[src/rtl/phase_monitor_ctrl.sv]
// ---------------------------------------------------------------------------
// phase_monitor_ctrl
//   Sequencer for the analog-core phase monitor. For one sign setting
//   (sel_cfg) or all four (sweep_all), it holds the monitor flops in clear,
//   lets them settle, then counts ff_in / ff_ref highs over a 2^N_SAMP_LOG2
//   cycle window. The counts are stored per setting for register readout.
//
//   Build option: define PM_CTRL_SYNC2_EN to pass ff_in/ff_ref through a
//   two-flop synchronizer (2-cycle latency). Without it, a single register
//   stage is used (1-cycle latency). The state sequence and done timing are
//   the same in both builds.
//
// Ports
//   clk          core clock, rising edge
//   rstb         asynchronous active-low reset
//   start        run request (level, honoured in IDLE only)
//   abort        terminate the current run, no done
//   sweep_all    1: settings 0..3, 0: sel_cfg only (sampled with start)
//   sel_cfg      sign setting for single-setting runs
//   ff_in/ff_ref monitor sample outputs (asynchronous)
//   en_sync      monitor flop clear, active low
//   sel_sign     monitor sign select
//   busy         run in progress
//   done         one-cycle completion pulse
//   cnt_in_all   ff_in count per setting, slice k = setting k
//   cnt_ref_all  ff_ref count per setting, slice k = setting k
// ---------------------------------------------------------------------------
module phase_monitor_ctrl #(
    parameter int N_SAMP_LOG2 = 10,
    parameter int CNT_W       = N_SAMP_LOG2 + 1,
    parameter int CLR_CYC     = 4,
    parameter int SETTLE_CYC  = 8
) (
    input  logic               clk,
    input  logic               rstb,
    input  logic               start,
    input  logic               abort,
    input  logic               sweep_all,
    input  logic [1:0]         sel_cfg,
    input  logic               ff_in,
    input  logic               ff_ref,
    output logic               en_sync,
    output logic [1:0]         sel_sign,
    output logic               busy,
    output logic               done,
    output logic [4*CNT_W-1:0] cnt_in_all,
    output logic [4*CNT_W-1:0] cnt_ref_all
);

    localparam int ACC_CYC = 1 << N_SAMP_LOG2;
    localparam int MAX_A   = (ACC_CYC > SETTLE_CYC) ? ACC_CYC : SETTLE_CYC;
    localparam int TMR_MAX = (MAX_A > CLR_CYC) ? MAX_A : CLR_CYC;
    localparam int TMR_W   = $clog2(TMR_MAX);

    // Timer is loaded with (length - 1) and the state ends when it hits 0.
    localparam logic [TMR_W-1:0] CLR_LD = TMR_W'(CLR_CYC - 1);
    localparam logic [TMR_W-1:0] SET_LD = TMR_W'(SETTLE_CYC - 1);
    localparam logic [TMR_W-1:0] ACC_LD = TMR_W'(ACC_CYC - 1);
    localparam logic [CNT_W-1:0] CNT_MAX = '1;

    typedef enum logic [2:0] {
        S_IDLE, S_CLEAR, S_SETTLE, S_ACCUM, S_STORE, S_DONE
    } state_t;

    state_t                    state_q, state_d;
    logic [TMR_W-1:0]          tmr_q, tmr_d;
    logic [1:0]                sel_q, sel_d;
    logic                      sweep_q, sweep_d;
    logic                      en_sync_q, en_sync_d;
    logic                      busy_q, busy_d;
    logic                      done_q, done_d;

    // Request capture stage: start is sampled at edge 0 and acted on at
    // edge 1, so CLEAR begins one cycle after the request edge. A request
    // that coincides with abort is dropped here.
    logic                      start_q;
    logic                      pend_sweep_q;
    logic [1:0]                pend_sel_q;

    logic [CNT_W-1:0]          wrk_in_q, wrk_ref_q;
    logic [3:0][CNT_W-1:0]     slc_in_q, slc_ref_q;
    logic                      smp_in, smp_ref;
    logic                      abort_run;

    assign abort_run = abort && (state_q != S_IDLE);

    // ---------------------------------------------------------------- samples
`ifdef PM_CTRL_SYNC2_EN
    logic [1:0] sync_in_q, sync_ref_q;

    always_ff @(posedge clk or negedge rstb) begin
        if (!rstb) begin
            sync_in_q  <= '0;
            sync_ref_q <= '0;
        end else begin
            sync_in_q  <= {sync_in_q[0], ff_in};
            sync_ref_q <= {sync_ref_q[0], ff_ref};
        end
    end

    assign smp_in  = sync_in_q[1];
    assign smp_ref = sync_ref_q[1];
`else
    logic smp_in_q, smp_ref_q;

    always_ff @(posedge clk or negedge rstb) begin
        if (!rstb) begin
            smp_in_q  <= 1'b0;
            smp_ref_q <= 1'b0;
        end else begin
            smp_in_q  <= ff_in;
            smp_ref_q <= ff_ref;
        end
    end

    assign smp_in  = smp_in_q;
    assign smp_ref = smp_ref_q;
`endif

    // ------------------------------------------------------------------- FSM
    always_ff @(posedge clk or negedge rstb) begin
        if (!rstb) begin
            state_q      <= S_IDLE;
            tmr_q        <= '0;
            sel_q        <= '0;
            sweep_q      <= 1'b0;
            en_sync_q    <= 1'b0;
            busy_q       <= 1'b0;
            done_q       <= 1'b0;
            start_q      <= 1'b0;
            pend_sweep_q <= 1'b0;
            pend_sel_q   <= '0;
        end else begin
            state_q      <= state_d;
            tmr_q        <= tmr_d;
            sel_q        <= sel_d;
            sweep_q      <= sweep_d;
            en_sync_q    <= en_sync_d;
            busy_q       <= busy_d;
            done_q       <= done_d;
            start_q      <= start && !abort;
            pend_sweep_q <= sweep_all;
            pend_sel_q   <= sel_cfg;
        end
    end

    always_comb begin
        state_d = state_q;
        tmr_d   = tmr_q;
        sel_d   = sel_q;
        sweep_d = sweep_q;

        case (state_q)
            S_IDLE: begin
                if (start_q && !abort) begin
                    state_d = S_CLEAR;
                    tmr_d   = CLR_LD;
                    sweep_d = pend_sweep_q;
                    sel_d   = pend_sweep_q ? 2'd0 : pend_sel_q;
                end
            end
            S_CLEAR: begin
                if (tmr_q == '0) begin
                    state_d = S_SETTLE;
                    tmr_d   = SET_LD;
                end else begin
                    tmr_d = tmr_q - 1'b1;
                end
            end
            S_SETTLE: begin
                if (tmr_q == '0) begin
                    state_d = S_ACCUM;
                    tmr_d   = ACC_LD;
                end else begin
                    tmr_d = tmr_q - 1'b1;
                end
            end
            S_ACCUM: begin
                if (tmr_q == '0) begin
                    state_d = S_STORE;
                end else begin
                    tmr_d = tmr_q - 1'b1;
                end
            end
            S_STORE: begin
                if (sweep_q && (sel_q != 2'd3)) begin
                    state_d = S_CLEAR;
                    tmr_d   = CLR_LD;
                    sel_d   = sel_q + 2'd1;
                end else begin
                    state_d = S_DONE;
                end
            end
            S_DONE:  state_d = S_IDLE;
            default: state_d = S_IDLE;
        endcase

        if (abort_run) begin
            state_d = S_IDLE;
        end

        // Outputs are registered from the next state so the analog-facing
        // controls never see decode glitches. en_sync stays high through
        // STORE so it is low only for the CLEAR cycles of each setting.
        en_sync_d = (state_d == S_SETTLE) || (state_d == S_ACCUM) ||
                    (state_d == S_STORE);
        busy_d    = (state_d == S_CLEAR) || (state_d == S_SETTLE) ||
                    (state_d == S_ACCUM) || (state_d == S_STORE);
        done_d    = (state_d == S_DONE);
    end

    // -------------------------------------------------------------- counters
    always_ff @(posedge clk or negedge rstb) begin
        if (!rstb) begin
            wrk_in_q  <= '0;
            wrk_ref_q <= '0;
            slc_in_q  <= '0;
            slc_ref_q <= '0;
        end else begin
            if (abort_run || (state_q == S_STORE)) begin
                wrk_in_q  <= '0;
                wrk_ref_q <= '0;
            end else if (state_q == S_ACCUM) begin
                // Saturate rather than wrap.
                if (smp_in && (wrk_in_q != CNT_MAX)) begin
                    wrk_in_q <= wrk_in_q + 1'b1;
                end
                if (smp_ref && (wrk_ref_q != CNT_MAX)) begin
                    wrk_ref_q <= wrk_ref_q + 1'b1;
                end
            end

            if ((state_q == S_STORE) && !abort) begin
                slc_in_q[sel_q]  <= wrk_in_q;
                slc_ref_q[sel_q] <= wrk_ref_q;
            end
        end
    end

    assign en_sync     = en_sync_q;
    assign sel_sign    = sel_q;
    assign busy        = busy_q;
    assign done        = done_q;
    assign cnt_in_all  = slc_in_q;
    assign cnt_ref_all = slc_ref_q;

endmodule

[config.mk]
export PLATFORM = sky130hd
export DESIGN_NAME = phase_monitor_ctrl
export DESIGN_NICKNAME = d
export VERILOG_FILES = /design/src/rtl/phase_monitor_ctrl.sv
export SDC_FILE = /design/constraint.sdc
export NUM_CORES = 1
export LEC_CHECK = 0
export BUFFER_PORTS_ARGS = -buffer_cell sky130_fd_sc_hd__buf_2
export CORE_AREA = 2 2 132 134
export CTS_CLUSTER_DIAMETER = 60
export CTS_CLUSTER_SIZE = 30
export DETAILED_ROUTE_END_ITERATION = 10
export DIE_AREA = 0 0 134 136
export GPL_ROUTABILITY_DRIVEN = 0
export PLACE_DENSITY = 0.58
export RECOVER_POWER = 25
export SLEW_MARGIN = 20
export SYNTH_ARGS = -nofsm -noshare
export SYNTH_HDL_FRONTEND = slang
export SYNTH_SLANG_ARGS = --single-unit
[constraint.sdc]
create_clock -name clk -period 3.2 [get_ports clk]
set_clock_uncertainty 0.1 [all_clocks]
set_input_delay 0.48 -clock clk [delete_from_list [all_inputs] [get_ports clk]]
set_output_delay 0.48 -clock clk [all_outputs]
set_load 0.02 [all_outputs]
Yosys cells after proc, flatten, opt, wreduce, memory -nomap -nowiden
Cells that the tools add are included.
{"block": "classes", "add_sub_neg": 4, "n_lt_le_gt_ge": 2, "eq_ne": 15, "mux": 27, "reduce_logical": 28}
{"operator": "$bwmux W44", "count": 2}
{"operator": "$mux W11", "count": 7}
{"operator": "$mux W10", "count": 5}
{"operator": "$pmux W10 S5", "count": 1}
{"operator": "$add A11 B1 Y11 const B", "count": 2}
{"operator": "$demux W11 S2", "count": 1}
{"operator": "$ne A11 B11 Y1 const B", "count": 2}
{"operator": "$mux W3", "count": 6}
{"operator": "$pmux W3 S5", "count": 1}
{"operator": "$eq A3 B2 Y1 const B", "count": 4}
{"operator": "$logic_not A10 Y1", "count": 1}
{"operator": "$sub A10 B1 Y10 const B", "count": 1}
{"operator": "$eq A3 B3 Y1 const B", "count": 3}
{"operator": "$logic_and A1 B1 Y1", "count": 8}
{"operator": "$ne A2 B2 Y1 const B", "count": 4}
{"operator": "$reduce_bool A2 Y1", "count": 4}
{"operator": "$eq A3 B1 Y1 const B", "count": 2}
{"operator": "$logic_or A1 B1 Y1", "count": 6}
{"operator": "$mux W2", "count": 3}
{"operator": "$reduce_and A2 Y1", "count": 3}
{"operator": "$reduce_bool A5 Y1", "count": 1}
{"operator": "$pmux W2 S2", "count": 1}
{"operator": "$reduce_and A4 Y1", "count": 1}
{"operator": "$logic_not A3 Y1", "count": 1}
{"operator": "6 further kinds", "count": 6}
{"block": "totals", "reg_bits": 135, "inputBits": 9, "out_inout_bits": 93, "wordCells": 98}

Logic depth before layout (Yosys ltp)
Gate-level depths: netlist (run 1).
{"block": "depth", "depth_word": 9, "ltp_mapped": 9, "mapped_depth_nobuf": 7}

Worst setup path before layout (run 1)
OpenSTA, ideal clock, no wires.
{"block": "synth_path", "path_type": "reg2reg", "start": "reg tmr_q[0]", "end": "reg busy_q (netlist: busy)", "setup_ps": 96, "arrival_time_ps": 1866, "t_required_ps": 3004, "slack_ps": 1138, "path_stages_with_launch": 8, "path_buffers": 0, "synth_period_minus_slack_ps": 2062, "cell_sequence": "dfrtp_1 inv_1 ha_1 nor3b_1 nand4_1 xor2_1 or3_4 a311oi_2"}
{"block": "synth_via", "elab_chain_cells": 8, "word_cells_on_any_way": 13, "classes_between": "eq/ne: 4; mux: 5; reduce/logical: 4"}
{"element": "start, declared", "line": "66", "rtl": "logic [TMR_W-1:0] tmr_q, tmr_d;"}
{"element": "start signal, assigned", "line": "135", "rtl": "tmr_q <= tmr_d;"}
{"element": "$logic_not A10 Y1 *", "line": "163, 171, 179"}
{"element": "$mux W3 (on tied branches)", "line": "179, 163, 171"}
{"element": "$pmux W3 S5 *", "line": "153", "rtl": "case (state_q)"}
{"element": "$mux W3 *", "line": "198", "rtl": "if (abort_run) begin"}
{"element": "$eq A3 B1 Y1 or $eq A3 B2 Y1 (tied branches)", "line": "207", "rtl": "busy_d = (state_d == S_CLEAR) || (state_d == S_SETTLE) ||"}
{"element": "$logic_or A1 B1 Y1 (2 in series)", "line": "207"}
{"element": "$logic_or A1 B1 Y1 *", "line": "208", "rtl": "(state_d == S_ACCUM) || (state_d == S_STORE);"}
{"element": "named net busy_d", "line": "70", "rtl": "logic busy_q, busy_d;"}
{"element": "end signal, assigned", "line": "139", "rtl": "busy_q <= busy_d;"}
{"element": "end, declared", "line": "70"}
The timed path passes the listed nets; every way through them passes the cells marked *.
A chain may end at the register's enable or synchronous reset.

Worst setup path after layout (run 1)
{"block": "layout_path", "start": "reg tmr_q[0]", "end": "reg tmr_q[3]"}
{"block": "layout_via", "elab_chain_cells": 3, "word_cells_on_any_way": 8, "classes_between": "add/sub: 1; eq/ne: 1; mux: 4; reduce/logical: 2"}
{"element": "$sub A10 B1 Y10 or $logic_not A10 Y1 (tied branches)"}
{"element": "$mux W10, or another cell as far along", "line": "179", "rtl": "if (tmr_q == '0) begin"}
{"element": "$pmux W10 S5 or $reduce_and A4 Y1 (tied branches)"}
Parallel ways exist; a longest one is shown, timed or not. The select of a mux whose other input is x is not followed.

==> results of run 1 <==
[cell usage in the layout, fill, tap and decap left out, drive strengths merged, types with 2 or more instances in the layout]
cell type,Yosys,routed
a41oi,2,2
nand2,27,27
nand3,13,13
or3,5,5
and4,3,3
xor2,10,10
nor4,4,4
nor3,5,5
dfrtp,135,135
clkinv,0,6
mux2i,3,3
mux2,85,85
a21oi,14,14
and3,3,3
a22o,3,3
nor3b,4,4
nor2,31,31
inv,9,9
xnor2,5,5
nor2b,3,3
or2,3,3
nand2b,2,2
buf,15,103
o21ai,15,15
nand4,9,9
a31oi,2,2
bufinv,0,2
ha,7,7
clkbuf,8,24
nand4b,2,2
[metrics by stage]
step	power, µW	cell area, µm²
floorplan	2189	5807
global placement	2307	6466
detailed placement	2313	6466
CTS	4211	7032
global route	4353	7024
finish	4157	7024
[cell type report]
cell class,instances,area (µm²)
timing repair buffer,105,534.3
clock buffer,22,464.2
multi-input combinational,279,2231
inverter,9,33.78
tap,225,281.5
clock inverter,9,101.3
fill,1620,9852
sequential,135,3378
[report_power, final]
group          internal (µW)  total (µW)  switching [µW]  leakage (µW)
registers               1770        1840            70.7       0.00186
clock network           1180        1870             697      0.000279
logic                    152         445             293       0.00159
[state kept, by name, indices dropped and copies added, names as in the netlist, 2 cells and up]
register / cells
pend_sel_q: 2
cnt_ref_all: 44
state_q: 3
sel_sign: 2
tmr_q: 10
cnt_in_all: 44
wrk_ref_q: 11
wrk_in_q: 11
[logic make-up after synthesis]
logic type	after synthesis	share of synthesized area, %
AO/OA/AOI/OAI	48	5.969
buffers and inverters	32	3.404
AND/OR/NAND/NOR	120	11.51
adder cells (fa/ha/maj)	8	1.681
flip-flops	135	58.18
XOR/XNOR	15	2.262
multiplexers	88	17.00
[metal layers]
metal	wire length [µm]	track usage [%]	share of wire, %	vias up
li1	-	-	-	1774
met1	5741	18.56	45	1954
met2	6247	24.13	49	89
met3	502	3.803	4.0	18
met4	216	6.501	1.7	0
met5	0	0	0	-
[worst paths after layout]
check                      slack, ps  cells after the start                     endpoint
setup / recovery                 670                      7         tmr_q[3]$_DFFE_PN0P_
hold / removal                    70                      1      pend_sel_q[0]$_DFF_PN0_
setup reg to reg                 670                      7         tmr_q[3]$_DFFE_PN0P_
hold reg to reg                  390                      2  cnt_ref_all[32]$_DFFE_PN0P_
max in group asynchronous        940                      1    cnt_in_all[2]$_DFFE_PN0P_
min in group asynchronous        680                      1  cnt_ref_all[36]$_DFFE_PN0P_
==> out/qor.csv, run 1 <==
stage,metric,value,unit
status,status,"complete, but fails checks",
status,violations,"capacitance limit, slew limit",
setup_path,worstPathArrival,2740,ps
global_route,grt_max_degree,96,
setup_path,crit_chain,inv_1 -> ha_1 -> nor3b_1 -> and3_1 -> a221oi_4 -> o21ai_0 -> a22o_1,
synthesis,synth_common_cells,"135 x dfrtp_1, 82 x mux2_2, 30 x nor2_1",
layout,stdcell_count,784,
setup_path,crit_required,3410,ps
placement,dp_hpwl,8.538,mm
synthesis,syn_area,5807,µm²
routing,drc,0,
cts,cts.sinks,135,
routing,vias_per_cell,4.892,
placement,io_buffers,101,
routing,vias,3835,
layout,syn2layout_area_growth,20.97,%
cts,htreeDepth,4,
setup_path,crit_fanout,17,
floorplanning,die_w,134,µm
global_route,grt.total_usage,14.77,%
cts,numCtsBuffers,17,
synthesis,ys_top_cells_by_area,"dfrtp_1 58%, mux2_2 16%, nor2_1 1.9%",
routing,ant_nets,0,
floorplanning,core_area,16880,µm²
cts,worstSkewPairLatency,420,ps
layout,nets,563,
run,maxCapViolCount,1,
cts,cts_tree,done,
synthesis,yosysSeqAreaShare,58.18,%
synthesis,synth.largest_area_cell,dfrtp_1,
synthesis,synth_top_area_share,58.18,%
timing,fin_ws,668.9,ps
synthesis,yosys_warnings,0,
cts,cts_resized,0,
setup_path,worst_setup_path_start_kind,flop,
layout,n_antenna_cell,0,
power,power_density,591.8,nW/µm²
timing,fmax,0.3951,GHz
setup_path,critPathBufInv,1,
timing,maxSlewViolCount,96,
setup_path,worstReg2RegStart,tmr_q[0]$_DFFE_PN0P_,
timing,hold_viol_final,0,
global_route,grt_pass1_vias,3917,
cts,cts_setup_buffers,0,
cts,cts.hold.buffers_added,0,
setup_path,crit_path_end_kind,flop,
worst_hold_path,holdCritPathClass,in -> reg,
synthesis,syn_inst,446,
synthesis,syn_area_per_cell,13.02,µm²
timing,min_period,2531,ps
setup_path,crit_start,tmr_q[0]$_DFFE_PN0P_,
cts,path_clk_slew,60,ps
routing,finalWirelength,12.71,mm
worst_hold_path,worstHoldStart,sel_cfg[0],
synthesis,synth_edf_count,0,
cts,clk_path_buf_depth,2,
routing,drtIter0Drc,272,
setup_path,critical-path-top-delay-family,compound AO/OA/AOI/OAI gates,
synthesis,synthArstFlopShare,100.0,%
synthesis,synth.distinct_cells,59,
power,p_leak,0.003727,µW
timing,maxSlewHeadroom,-56.92,%
floorplanning,fp-row-count,48,
routing,firstDrtPassIters,4,
routing,wire_per_inst,16.21,µm
cts,cts-root-buf,clkbuf_16,
floorplanning,initial_utilization,34.41,%
layout,post_route_cells_drive_above_1_share,41.14,%
global_route,overflow,0,
floorplanning,die_area,18220,µm²
synthesis,synth.net_count,462,
floorplanning,die_h,136,µm
timing,hold_slack,65.96,ps
layout,final_util,41.62,%
power,ir_drop,0.3715,mV
placement,dp.cells,753,
placement,post-place-ws,698.1,ps
timing,rsz0062_at_grt,no,
synthesis,ys_seq_elements,135,
global_route,antenna_found_initial,0,
synthesis,synthFlopType,dfrtp_1,
timing,finalCritPeriodShare,79.10,%
setup_path,crit_slowest_cell,a221oi_4,
global_route,grt_pass1_wl,20.60,mm
timing,tightest_slew,2354,ps
timing,fin_tns_setup,0,ps
timing,setup_viol_count_final,0,
floorplanning,io_pins,102,
synthesis,synth_most_common_cell,dfrtp_1,
setup_path,path_class,reg -> reg,
setup_path,max_stage_delay,690,ps
(Power assumes the default switching activity.)
==> inputs of run 2 (changes only) <==
Settings changed: PLACE_DENSITY 0.58 to 0.6.
Clock period 3.2 ns to 2.3 ns, I/O delays scaled along.
==> run 2 against run 1 <==
Against the previous run: critical path type unchanged; hold slack better by 3.8 ps; the run now ends clean; clock-buffer cell count fell by 1; non-clock buffer count up 17; maximum frequency grew 19%; first-iteration DRC count fell by 22%; critical endpoint is now busy$_DFF_PN0_; wire length increased by 0.46%; final cell count is 2.2% higher; combinational power up 59%; critical path depth is the same.
==> out/qor.csv, run 2 (synthesis results as in run 1) <==
stage,metric,value,unit
status,status,"finished, final reports clean",
timing,min_period,2133,ps
global_route,antenna_found_initial,0,
global_route,overflow,0,
routing,drtIter0Drc,212,
placement,io_buffers,101,
cts,worstSkewPairLatency,410,ps
power,p_leak,0.003798,µW
setup_path,critical-path-top-delay-family,simple AND/OR/NAND/NOR gates,
floorplanning,die_w,134,µm
cts,path_clk_slew,50,ps
layout,stdcell_area,7141,µm²
worst_hold_path,hold_path_depth,2,
routing,firstDrtPassIters,4,
worst_hold_path,worstHoldStart,start,
floorplanning,core_area,16880,µm²
global_route,grt_pass1_wl,20.89,mm
setup_path,crit_required,2510,ps
layout,stdcell_count,801,
setup_path,reg2reg_to,busy$_DFF_PN0_,
power,power_density,792.6,nW/µm²
cts,cts-root-buf,clkbuf_16,
setup_path,worstReg2RegStart,tmr_q[0]$_DFFE_PN0P_,
routing,drc,0,
global_route,grt.total_usage,14.93,%
power,clkPwrFrac,42.1,%
timing,tightest_slew,1483,ps
run,maxCapViolCount,0,
routing,ant_nets,0,
power,p_comb_share,12.5,%
cts,cts.sinks,135,
routing,m1WireLength,5.719,mm
setup_path,critPathBufInv,2,
timing,maxSlewHeadroom,1.144,%
timing,setup_viol_count_final,0,
setup_path,rrSetupSlack,170,ps
cts,htreeDepth,4,
layout,nets,580,
layout,post_route_cells_drive_above_1_share,42.36,%
floorplanning,initial_utilization,34.41,%
routing,wl_met2,6.246,mm
placement,dp_hpwl,8.768,mm
setup_path,crit_start,tmr_q[0]$_DFFE_PN0P_,
layout,n_antenna_cell,0,
timing,finalCritPeriodShare,92.76,%
power,p_int,4178,µW
setup_path,r2r_cells,7,
placement,dp.cells,762,
setup_path,crit_chain,inv_1 -> ha_1 -> nor3b_1 -> buf_4 -> nand4_1 -> o311a_1 -> a311oi_2,
setup_path,max_stage_delay,410,ps
global_route,grt_pass1_vias,3972,
setup_path,path_class,reg -> reg,
worst_hold_path,holdCritPathClass,in -> reg,
setup_path,crit_slowest_cell,dfrtp_1,
floorplanning,die_h,136,µm
cts,cts_tree,done,
setup_path,crit_fanout,5,
routing,top_layer,met4,
timing,hold_viol_final,0,
power,finalPower,5660,µW
power,p_switching,1482,µW
layout,syn2layout_area_growth,22.97,%
setup_path,worst_setup_path_start_kind,flop,
routing,vias_per_cell,4.864,
global_route,grt_max_degree,66,
routing,vias,3896,
floorplanning,fp-row-count,48,
power,power_frac_seq,45.4,%
routing,wire_per_inst,15.94,µm
setup_path,crit_path_end_kind,flop,
power,ir_drop,0.5701,mV
routing,dr_wl_met3,572,µm
layout,layout_common_cells,"135 x dfrtp_1, 100 x buf_2, 82 x mux2_2, 30 x nor2_1, 23 x nand2_1",
setup_path,worstPathArrival,2340,ps
floorplanning,io_pins,102,
timing,fmax,0.4687,GHz
floorplanning,die_area,18220,µm²
placement,placed_area,6546,µm²
worst_hold_path,hold_path_end,start_q$_DFF_PN0_,
routing,finalWirelength,12.77,mm
timing,maxSlewViolCount,0,
cts,clk_path_buf_depth,2,
power,switching_share,26.18,%
layout,final_common_cell,dfrtp_1,
cts,numCtsBuffers,17,
## run 2: worst max-delay path by stage
stage          cells past startpoint                    endpoint
2_1_floorplan                      7              busy$_DFF_PN0_
3_3_place_gp                       4  cnt_in_all[42]$_DFFE_PN0P_
3_5_place_dp                       8        tmr_q[0]$_DFFE_PN0P_
4_1_cts                            8        tmr_q[0]$_DFFE_PN0P_
5_1_grt                            7              busy$_DFF_PN0_
6_report                           7              busy$_DFF_PN0_
## run 2: metal layers
layer  vias to the layer above  global-route usage, %
met4                         0                  6.265
met2                        89                  24.05
met1                      1970                  18.93
met3                        12                  4.251
li1                       1825                      -
met5                         -                      0
## run 2: timing repair
item                                   CTS  global route
resized for setup                        0             1
buffers inserted                         0             2
hold buffers                             6             0
setup endpoints to repair                0             2
endpoints found under the hold margin   67             0
## run 2: per-stage QoR
step	worst slack, ps	hold WS, ps	utilization [%]	TNS (ps)
2_1_floorplan	238.4	-50.59	-	0
3_3_place_gp	233.5	277.4	38.79	0
3_5_place_dp	150.7	288.3	38.79	0
4_1_cts	146.6	40.89	42.26	0
5_1_grt	-11.14	61.83	42.31	-11.14
6_report	166.6	69.79	42.31	0
## run 2: layout make-up
| class | instances | area, µm² |
|---|---|---|
| fill | 1599 | 9736 |
| sequential | 135 | 3378 |
| multi-input combinational | 279 | 2232 |
| timing repair buffer | 122 | 689.4 |
| clock buffer | 21 | 470.5 |
| tap | 225 | 281.5 |
| clock inverter | 10 | 55.05 |
| inverter | 9 | 33.78 |
## run 2: power groups by stage
stage	logic (µW)	clock network, µW	registers, µW
floorplan	454	0	2590
global placement	662	0	2600
detailed placement	680	0	2610
CTS	692	2460	2570
global route	788	2570	2590
finish	706	2380	2570
## run 2: worst reg2reg max path, cell delays in order, from the launching register on
cell	delay, ps
dfrtp_1	410
inv_1	70
ha_1	190
nor3b_1	330
buf_4	200
nand4_1	230
o311a_1	240
a311oi_2	260
